## config.mk

```make
export PLATFORM = sky130hd
export DESIGN_NAME = nco_sweep_ctrl
export DESIGN_NICKNAME = d
export VERILOG_FILES = /design/src/rtl/dsm_pkg.sv /design/src/rtl/dwell_timer.sv /design/src/rtl/nco_sweep_ctrl.sv
export SDC_FILE = /design/constraint.sdc
export NUM_CORES = 1
export LEC_CHECK = 0
export ABC_AREA = 1
export CORE_ASPECT_RATIO = 0.7
export CORE_UTILIZATION = 45
export CTS_CLUSTER_DIAMETER = 200
export CTS_CLUSTER_SIZE = 40
export DETAILED_ROUTE_END_ITERATION = 10
export HOLD_SLACK_MARGIN = 0.05
export PLACE_DENSITY = 0.64
export SLEW_MARGIN = 20
export SYNTH_ARGS = -nofsm -noshare
export SYNTH_HDL_FRONTEND = slang
export SYNTH_SLANG_ARGS = --single-unit
```

## constraint.sdc

```tcl
create_clock -name aclk -period 10.05 [get_ports aclk]
set_input_delay 2.5125 -clock aclk [delete_from_list [all_inputs] [get_ports aclk]]
set_output_delay 2.5125 -clock aclk [all_outputs]
set_load 0.02 [all_outputs]
```

## src/rtl/dsm_pkg.sv

```systemverilog
// Shared types and constants for the dsm_core front end.
package dsm_pkg;
  localparam int ACC_WIDTH = 32;

  typedef enum logic {SWEEP_SAW = 1'b0, SWEEP_TRI = 1'b1} sweep_mode_t;
  typedef enum logic [1:0] {IDLE, RUN, DONE} sweep_state_t;
endpackage

```

## src/rtl/dwell_timer.sv

```systemverilog
// Loadable down-counter; expire is high in the last held cycle so the
// caller acts on the edge exactly D cycles after the load.
module dwell_timer #(
  parameter int DWELL_WIDTH = 16
) (
  input  logic                   clk,
  input  logic                   rst,
  input  logic                   load,
  input  logic [DWELL_WIDTH-1:0] load_val,
  output logic                   expire
);
  logic [DWELL_WIDTH-1:0] cnt;

  always_ff @(posedge clk or posedge rst) begin
    if (rst)                cnt <= '0;
    else if (load)          cnt <= (load_val == '0) ? DWELL_WIDTH'(1) : load_val;
    else if (cnt != '0)     cnt <= cnt - 1'b1;
  end

  assign expire = (cnt == DWELL_WIDTH'(1));
endmodule

```

## src/rtl/nco_sweep_ctrl.sv

```systemverilog
// Linear sawtooth/triangle sweep of the NCO phase increment feeding dsm_core.
module nco_sweep_ctrl
  import dsm_pkg::*;
#(
  parameter int ACC_WIDTH   = dsm_pkg::ACC_WIDTH,
  parameter int DWELL_WIDTH = 16,
  parameter int COUNT_WIDTH = 8
) (
  input  logic                   aclk,
  input  logic                   rst,
  input  logic                   cfg_valid,
  output logic                   cfg_ready,
  input  logic [ACC_WIDTH-1:0]   cfg_start_step,
  input  logic [ACC_WIDTH-1:0]   cfg_stop_step,
  input  logic [ACC_WIDTH-1:0]   cfg_delta,
  input  logic [DWELL_WIDTH-1:0] cfg_dwell,
  input  logic                   cfg_mode,
  input  logic [COUNT_WIDTH-1:0] cfg_n_sweeps,
  input  logic                   abort,
  output logic [ACC_WIDTH-1:0]   nco_step,
  output logic                   nco_step_enable,
  output logic                   busy,
  output logic                   sweep_done,
  output logic [COUNT_WIDTH-1:0] sweep_count
);
  sweep_state_t state, state_nxt;
  sweep_mode_t  mode_r;

  logic [ACC_WIDTH-1:0]   start_r, stop_r, delta_r;
  logic [DWELL_WIDTH-1:0] dwell_r;
  logic [COUNT_WIDTH-1:0] n_r;
  logic first, toward_stop, up_init;

  logic [ACC_WIDTH-1:0] tgt, base, lim, step_calc, next_val;
  logic [ACC_WIDTH:0]   sum, diff;
  logic [COUNT_WIDTH:0] cnt_inc;
  logic dir_up, up, at_end, last, expire, step_go, write;

  // toward_stop tracks which half of a triangle we are in; saw keeps it set
  assign tgt     = toward_stop ? stop_r : start_r;
  assign dir_up  = toward_stop ? up_init : !up_init;
  assign at_end  = (nco_step == tgt) || (delta_r == '0);
  assign cnt_inc = {1'b0, sweep_count} + 1'b1;
  assign last    = (n_r != '0) && (cnt_inc == {1'b0, n_r});
  assign step_go = (state == RUN) && !abort && (first || expire);
  assign write   = step_go && (first || !at_end || !last);

  // At an endpoint a triangle restarts from that endpoint heading back
  always_comb begin
    base = nco_step;
    lim  = tgt;
    up   = dir_up;
    if (at_end) begin
      base = tgt;
      lim  = toward_stop ? start_r : stop_r;
      up   = !dir_up;
    end
    sum  = {1'b0, base} + {1'b0, delta_r};
    diff = {1'b0, base} - {1'b0, delta_r};
    if (up) step_calc = (sum[ACC_WIDTH]  || sum[ACC_WIDTH-1:0]  >= lim) ? lim : sum[ACC_WIDTH-1:0];
    else    step_calc = (diff[ACC_WIDTH] || diff[ACC_WIDTH-1:0] <= lim) ? lim : diff[ACC_WIDTH-1:0];
  end

  always_comb begin
    next_val = step_calc;
    if (first)
      next_val = start_r;
    else if (at_end && (mode_r == SWEEP_SAW || delta_r == '0))
      next_val = start_r;
  end

  always_ff @(posedge aclk or posedge rst) begin
    if (rst) state <= IDLE;
    else     state <= state_nxt;
  end

  always_comb begin
    state_nxt = state;
    case (state)
      IDLE:    if (cfg_valid) state_nxt = RUN;
      RUN:     if (abort) state_nxt = IDLE;
               else if (step_go && !first && at_end && last) state_nxt = DONE;
      DONE:    state_nxt = IDLE;
      default: state_nxt = IDLE;
    endcase
  end

  always_comb begin
    cfg_ready  = (state == IDLE);
    busy       = (state == RUN) && !first;
    sweep_done = (state == DONE);
  end

  always_ff @(posedge aclk or posedge rst) begin
    if (rst) begin
      start_r         <= '0;
      stop_r          <= '0;
      delta_r         <= '0;
      dwell_r         <= '0;
      n_r             <= '0;
      mode_r          <= SWEEP_SAW;
      first           <= 1'b0;
      toward_stop     <= 1'b1;
      up_init         <= 1'b1;
      nco_step        <= '0;
      nco_step_enable <= 1'b0;
      sweep_count     <= '0;
    end else begin
      nco_step_enable <= write;
      if (state == IDLE && cfg_valid) begin
        start_r     <= cfg_start_step;
        stop_r      <= cfg_stop_step;
        delta_r     <= cfg_delta;
        dwell_r     <= cfg_dwell;
        n_r         <= cfg_n_sweeps;
        mode_r      <= sweep_mode_t'(cfg_mode);
        up_init     <= (cfg_stop_step >= cfg_start_step);
        toward_stop <= 1'b1;
        first       <= 1'b1;
      end
      if (write) nco_step <= next_val;
      if (step_go) begin
        first <= 1'b0;
        if (first)
          sweep_count <= '0;
        else if (at_end) begin
          if (sweep_count != '1) sweep_count <= sweep_count + 1'b1;
          if (mode_r == SWEEP_TRI) toward_stop <= !toward_stop;
        end
      end
    end
  end

  dwell_timer #(.DWELL_WIDTH(DWELL_WIDTH)) u_dwell (
    .clk      (aclk),
    .rst      (rst),
    .load     (write),
    .load_val (dwell_r),
    .expire   (expire)
  );
endmodule

```

Yosys cells after proc, flatten, opt, wreduce, memory -nomap -nowiden

Cells that the tools add are included.

Register bits: 183
Bits of input ports: 125
Word-level logic and storage cells: 94

Add/subtract/negate cells: 5
$lt $le $gt $ge: 3
Equal/unequal tests: 8
Muxes and demuxes: 28
Bitwise logic cells: 1
Reductions and logical operators: 35

Operators with widths:

| kind                                                                   | number |
|---|---|
| 32-bit two-way mux                                                     | 9 |
| 32-bit >= comparator                                                   | 2 |
| 16-bit two-way mux                                                     | 3 |
| 32-bit by 32-bit adder with 33-bit output                              | 1 |
| 32-bit by 32-bit subtractor with 33-bit output                         | 1 |
| 32-bit equality test                                                   | 1 |
| 32-bit less-or-equal comparator                                        | 1 |
| 32-bit logical NOT                                                     | 1 |
| 8-bit two-way mux                                                      | 3 |
| 16-bit by 1-bit equality test with 1-bit output, second input constant | 1 |
| 16-bit logical NOT                                                     | 1 |
| 16-bit nonzero test                                                    | 1 |
| 16-bit by 1-bit subtractor with 16-bit output, second input constant   | 1 |
| 1-bit logical AND                                                      | 10 |
| 8-bit by 1-bit adder with 9-bit output, second input constant          | 1 |
| 9-bit by 8-bit equality test with 1-bit output                         | 1 |
| 1-bit two-way mux                                                      | 9 |
| 8-bit by 1-bit adder with 8-bit output, second input constant          | 1 |
| 8-bit != test, second input constant                                   | 1 |
| 2-bit nonzero test                                                     | 4 |
| 8-bit nonzero test                                                     | 1 |
| 1-bit logical NOT                                                      | 7 |
| 1-bit logical OR                                                       | 7 |
| 2-bit two-way mux                                                      | 3 |
| other kinds (9)                                                        | 9 |

Depth between registers and ports, before layout

Gate-level depths: netlist of run 1.

Depth after elaboration: 11
Depth in mapped cells: 50
Mapped depth without buffers: 46

By module

Synthesis of run 1 repeated with hierarchy kept, for this count alone.

Cells, all modules: 3,047
Area total of the unflattened synthesis: 18,485.2 µm²

By module, submodules not included:

| module         | instances | cells each | area an instance (µm²) |
|---|---|---|---|
| nco_sweep_ctrl | 1         | 2,843      | 17,212.8 |
| dwell_timer    | 1         | 204        | 1,272.5 |

Least setup slack after synthesis of run 1

Ideal clock, no wire load.

Kind: register -> register
Start point: register toward_stop
End point: register nco_step[11]
Library setup time: 117 ps
Data arrival time: 5,274 ps
Required time: 9,933 ps
Path slack: 4,659 ps
Stages on the path, launching flop included: 40
Path buffers: 5
Period minus slack after synthesis: 5,391 ps
Path through: dfstp_2 -> buf_4 -> buf_4 -> nand2_1 -> nand2_1 -> nand2_1 -> nand2_1 -> nand2_1 -> nor2_1 -> nand2_1 -> nor2_1 -> nand2_2 -> nand2_2 -> buf_2 -> clkbuf_1 -> o21ai_0 -> ha_1 -> inv_1 -> [... 4 more ...] -> or2_2 -> nand3_1 -> nand2_1 -> nand2_1 -> inv_1 -> ha_1 -> nand2_1 -> nor2_1 -> nand2_1 -> nor4_1 -> nand4_1 -> nand3_2 -> clkbuf_1 -> nand3_1 -> nand3_1 -> nand3_1 -> nand2_1 -> nand2_1

Cells in the longest elaborated chain, start to end: 11
Elaborated cells on any way between the ends: 25
Those cells by class: add/sub: 2; order compare: 2; eq/ne: 1; mux: 11; reduce/logical: 9

Ends and longest elaborated chain:

| item                                                                                                               | RTL line                                   | text |
|---|---|---|
| start: declaration                                                                                                 | nco_sweep_ctrl.sv:32                       | `logic first, toward_stop, up_init;` |
| start signal: assignment                                                                                           | nco_sweep_ctrl.sv:128                      | `if (mode_r == SWEEP_TRI) toward_stop <= !toward_stop;` |
| 32-bit two-way mux                                                                                                 | nco_sweep_ctrl.sv:40                       | `assign tgt = toward_stop ? stop_r : start_r;` |
| 32-bit equality test                                                                                               | nco_sweep_ctrl.sv:42                       | `assign at_end = (nco_step == tgt) \|\| (delta_r == '0);` |
| 1-bit logical OR                                                                                                   | nco_sweep_ctrl.sv:42                       |  |
| 32-bit two-way mux                                                                                                 | nco_sweep_ctrl.sv:53                       | `if (at_end) begin` |
| 32-bit by 32-bit subtractor with 33-bit output / 32-bit by 32-bit adder with 33-bit output (equally long branches) | nco_sweep_ctrl.sv:59, nco_sweep_ctrl.sv:58 |  |
| 32-bit less-or-equal comparator / 32-bit >= comparator (equally long branches)                                     | nco_sweep_ctrl.sv:61, nco_sweep_ctrl.sv:60 |  |
| 1-bit logical OR (on tied branches)                                                                                | nco_sweep_ctrl.sv:61, nco_sweep_ctrl.sv:60 |  |
| 32-bit two-way mux (on tied branches)                                                                              | nco_sweep_ctrl.sv:61, nco_sweep_ctrl.sv:60 |  |
| 32-bit two-way mux                                                                                                 | nco_sweep_ctrl.sv:60                       | `if (up) step_calc = (sum[ACC_WIDTH] \|\| sum[ACC_WIDTH-1:0] >= lim) ? lim : sum[ACC_WIDTH-1:0];` |
| 32-bit two-way mux                                                                                                 | nco_sweep_ctrl.sv:68                       | `else if (at_end && (mode_r == SWEEP_SAW \|\| delta_r == '0))` |
| 32-bit two-way mux                                                                                                 | nco_sweep_ctrl.sv:66                       | `if (first)` |
| end signal: assignment                                                                                             | nco_sweep_ctrl.sv:121                      | `if (write) nco_step <= next_val;` |
| end: declaration                                                                                                   | nco_sweep_ctrl.sv:20                       | `output logic [ACC_WIDTH-1:0] nco_step,` |

Several ways; a longest one is shown, not always the timed one.
A chain may end at the register's enable or synchronous reset.

Worst setup path in the final report of run 1

Start point: register toward_stop
End point: register nco_step[5]

Same word-level chain as after synthesis.

==> results_dict.tcl, run 1 <==
set metrics [dict create \
    detail_route.wl_per_cell_um 19.12 \
    path_max_fanout 55 \
    tritoncts_num_sinks 183 \
    final.setup.worst_slack_ps 1440 \
    fill_cell_total_of_the_finished_layout 4059 \
    min_path_type "register to register" \
    vdd_ir_drop_max_v 0.0001555 \
    die_area_um2 41140 \
    fp.dieW_um 242.0 \
    clock-root-buffer "sky130_fd_sc_hd__clkbuf_16" \
    cap_violations 0 \
    num-nets-final 3386 \
    relSlewSlack_pct 27.77 \
    p_per_area_nw_per_um2 333.1 \
    rsz0062_at_grt "no" \
    post-route-period-util_pct 85.67 \
    synth-edff-count 0 \
    final.setup_skew_ps 23.48 \
    slew_viol_final 0 \
    ff_latch_area_um2 4582 \
    rows 61 \
    drt_pre_antenna_iters 7 \
    cts.repair.resized 0 \
    final_total_negative_setup_slack_ps 0 \
    num_vias 19810 \
    crit_arrival_ps 8970 \
    total_of_buffers_placed_on_input_and_output_ports 168 \
    grt_pass1_wl_um 105000 \
    final_layout_size_suffix_gt1_share_pct 2.767 \
    run_status "complete, no violations" \
    floorplan.initialDensity_pct 45.71 \
    syn-num-nets 3267 \
    post_synth_inst_count 2976 \
    synthesis.area_um2 18140 \
    maxClockFrequency_mhz 116.1 \
    asyncSetResetFlopFracSynth_pct 100.0 \
    power.share.sequential_pct 16.8 \
    yosysUniqueCellTypes 42 \
    grt_overflow 0 \
    antenna_cells_inserted 0 \
    clk_path_buf_depth 2 \
    register_bit_count_reported_by_yosys 183 \
    cts_tree "built" \
    timing.critical_path.from_type "register" \
    cts-buffers-inserted 17 \
    hold_viol 0 \
    power_switching_share_pct 57.93 \
    io_pins 169 \
    p_leak_nw 10.96 \
    core_um2 39690 \
    pwr-share-clk_pct 10.7 \
    setup_viol 0 \
    chipHeight_um 170.0 \
    grt_antenna_before_repair 0 \
    grt_max_degree 91 \
    postCtsSetupRepairBufs 0 \
    grt.total_usage_pct 33.71 \
    route.detailed.drc 0 \
    syn2layout_area_growth_pct 15.28 \
    timing.setup.critical_path_class "register to register" \
    gp_routability_congestion 1.014 \
    clkSlewWorstSetupHoldPaths_ps 80 \
    end_kind "register" \
    timing.critical_path.mode_cell "sky130_fd_sc_hd__nand2_1" \
    worst_path_max_delay_cell "sky130_fd_sc_hd__dfstp_2" \
    multi_input_area_um2 11570 \
    ys.warnings.count 0 \
    crit_path_max_incr_delay_ps 1150 \
    avgViaCountPerCell 5.437 \
    drt_iter0_markers 2542 \
    power.share.combinational_pct 72.5 \
    hold_buffers 0 \
    reg2reg_slack_ps 1440 \
    synth_top_flop_cell "sky130_fd_sc_hd__dfrtp_1" \
    route.final.wire_length_um 69640 \
    placement.setup.worst_slack_ps 1666 \
    worst_pin_slew_ps 1072 \
    p_switching_mw 4.036 \
    synth.yosys.seq_area_share_pct 25.26 \
    period_minus_slack_ps 8610 \
    dpl.hpwl_um 56630 \
    post_synth.cell_area_avg_um2 6.096 \
    p_int_mw 2.931 \
    mostFrequentLayoutCell "sky130_fd_sc_hd__nand2_1" \
    final_cell_mix "sky130_fd_sc_hd__nand2_1, sky130_fd_sc_hd__inv_1, sky130_fd_sc_hd__nand3_1" \
    clock_insertion_delay_worst_skew_ps 490 \
    worstPathRequired_ps 10410 \
    htree_num_levels 4 \
    grt_pass1_vias 17910 \
    route.antenna.remaining_nets 0 \
]
[routing by layer]
| metal | global-route usage [%] | part of all wire [%] | wire (um) |
|---|---|---|---|
| met1 | 54.19 | 51 | 35690 |
| met4 | 5.449 | 1.2 | 801 |
| met2 | 42.47 | 36 | 24830 |
| met3 | 10.49 | 12 | 8315 |
| met5 | 0 | 0 | 0 |
[layout make-up]
class	instances	area share (%)
inverters	401	7.245
well taps	535	3.201
flip-flops and latches	183	21.91
repair buffers	202	9.261
multi-input cells	2290	55.33
clock inverters	14	0.9512
clock buffers	18	2.100
[path summary, 6_finish.rpt]
kind | start | end | cells past startpoint
setup / recovery | toward_stop$_DFF_PP1_ | nco_step[5]$_DFFE_PP0P_ | 39
hold reg to reg | dwell_r[12]$_DFFE_PP0P_ | dwell_r[12]$_DFFE_PP0P_ | 2
min in group asynchronous | rst | dwell_r[7]$_DFFE_PP0P_ | 2
max in group asynchronous | rst | stop_r[5]$_DFFE_PP0P_ | 3
setup reg to reg | toward_stop$_DFF_PP1_ | nco_step[5]$_DFFE_PP0P_ | 39
hold / removal | dwell_r[12]$_DFFE_PP0P_ | dwell_r[12]$_DFFE_PP0P_ | 2
[state kept, by name (all words and copies together) (netlist names)]
name,cells
delta_r,32
nco_step,32
start_r,32
stop_r,32
dwell_r,16
u_dwell.cnt,16
n_r,8
sweep_count,8
state,2
first,1
mode_r,1
nco_step_enable,1
toward_stop,1
up_init,1
[cell usage after synthesis, types with 2 or more instances]
| cell | instances | area (um2) |
|---|---|---|
| sky130_fd_sc_hd__or2_2 | 6 | 37.54 |
| sky130_fd_sc_hd__a21o_1 | 2 | 15.01 |
| sky130_fd_sc_hd__buf_4 | 9 | 67.56 |
| sky130_fd_sc_hd__xnor2_1 | 11 | 96.34 |
| sky130_fd_sc_hd__nor3_1 | 28 | 140.1 |
| sky130_fd_sc_hd__a21oi_1 | 122 | 610.6 |
| sky130_fd_sc_hd__clkbuf_1 | 56 | 210.2 |
| sky130_fd_sc_hd__nand4_1 | 35 | 219.0 |
| sky130_fd_sc_hd__buf_2 | 29 | 145.1 |
| sky130_fd_sc_hd__nand3_1 | 313 | 1567 |
| sky130_fd_sc_hd__nor4_1 | 7 | 43.79 |
| sky130_fd_sc_hd__dfstp_2 | 2 | 52.55 |
| sky130_fd_sc_hd__o21bai_1 | 15 | 112.6 |
| sky130_fd_sc_hd__a211oi_1 | 3 | 22.52 |
| sky130_fd_sc_hd__inv_2 | 2 | 7.510 |
| sky130_fd_sc_hd__buf_1 | 4 | 15.01 |
| sky130_fd_sc_hd__nand3b_1 | 5 | 37.54 |
| sky130_fd_sc_hd__fa_1 | 2 | 40.04 |
| sky130_fd_sc_hd__a31oi_1 | 3 | 18.77 |
| sky130_fd_sc_hd__o21ai_0 | 218 | 1091 |
| sky130_fd_sc_hd__ha_1 | 164 | 2052 |
| sky130_fd_sc_hd__nand2_2 | 4 | 25.02 |
| sky130_fd_sc_hd__nor2_1 | 235 | 882.1 |
| sky130_fd_sc_hd__dfrtp_1 | 181 | 4529 |
| sky130_fd_sc_hd__o21a_1 | 6 | 45.04 |
| sky130_fd_sc_hd__xor2_1 | 43 | 376.6 |
| sky130_fd_sc_hd__buf_6 | 4 | 45.04 |
| sky130_fd_sc_hd__o31ai_1 | 6 | 45.04 |
| sky130_fd_sc_hd__nand2_1 | 1026 | 3851 |
| sky130_fd_sc_hd__inv_1 | 397 | 1490 |
| sky130_fd_sc_hd__and2_1 | 27 | 168.9 |
[cells by family (layout without fill, tap and decap cells)]
logic type               Yosys count  after routing  synth area share, %
AND/OR/NAND/NOR                 1691           1691                38.63
buffers and inverters            503            635                10.97
AO/OA/AOI/OAI                    379            379                11.01
flip-flops                       183            183                25.26
adder cells (fa/ha/maj)          166            166                11.53
XOR/XNOR                          54             54                2.607
[per-stage QoR]
stage / instance area [um2] / cells / power (mW) / utilization (%) / hold WS (ps)
CTS: 20910 / 3643 / 6.813 / 52.70 / 522.7
global placement: 20280 / 3611 / 5.965 / 51.09 / 493.8
global route: 20910 / 3643 / 7.555 / 52.70 / 543.0
floorplan: 18140 / 2976 / 4.362 / - / 462.9
detailed placement: 20280 / 3611 / 6.031 / 51.09 / 500.8
finish: 20910 / 3643 / 6.967 / 52.70 / 524.3
[power groups by stage]
stage | Sequential (mW) | Combinational [mW] | Clock [mW]
6_report | 1.17 | 5.05 | 0.746
5_1_grt | 1.19 | 5.58 | 0.781
4_1_cts | 1.16 | 4.90 | 0.757
3_5_place_dp | 1.17 | 4.86 | 0
3_3_place_gp | 1.17 | 4.80 | 0
2_1_floorplan | 1.16 | 3.20 | 0
[worst max-delay path: cells and delay by family (launching register included)]
kind / cells / cell delay, ps
adder cells (fa/ha/maj): 2 / 850
flip-flops: 1 / 1150
AND/OR/NAND/NOR: 27 / 3830
AO/OA/AOI/OAI: 3 / 880
buffers and inverters: 7 / 1720
Note: power is estimated with default switching activity, not from simulation.
==> inputs of run 2 (changes only) <==
--- a/config.mk
+++ b/config.mk
@@ -6,6 +6,7 @@
 export NUM_CORES = 1
 export LEC_CHECK = 0
 export ABC_AREA = 1
+export ABC_CLOCK_PERIOD_IN_PS = 10050
 export CORE_ASPECT_RATIO = 0.7
 export CORE_UTILIZATION = 45
 export CTS_CLUSTER_DIAMETER = 200
@@ -13,6 +14,7 @@
 export DETAILED_ROUTE_END_ITERATION = 10
 export HOLD_SLACK_MARGIN = 0.05
 export PLACE_DENSITY = 0.64
+export SETUP_SLACK_MARGIN = 0.15
 export SLEW_MARGIN = 20
 export SYNTH_ARGS = -nofsm -noshare
 export SYNTH_HDL_FRONTEND = slang
==> results of run 2 <==
Final layout, timing and power as in run 1 (identical DEF).
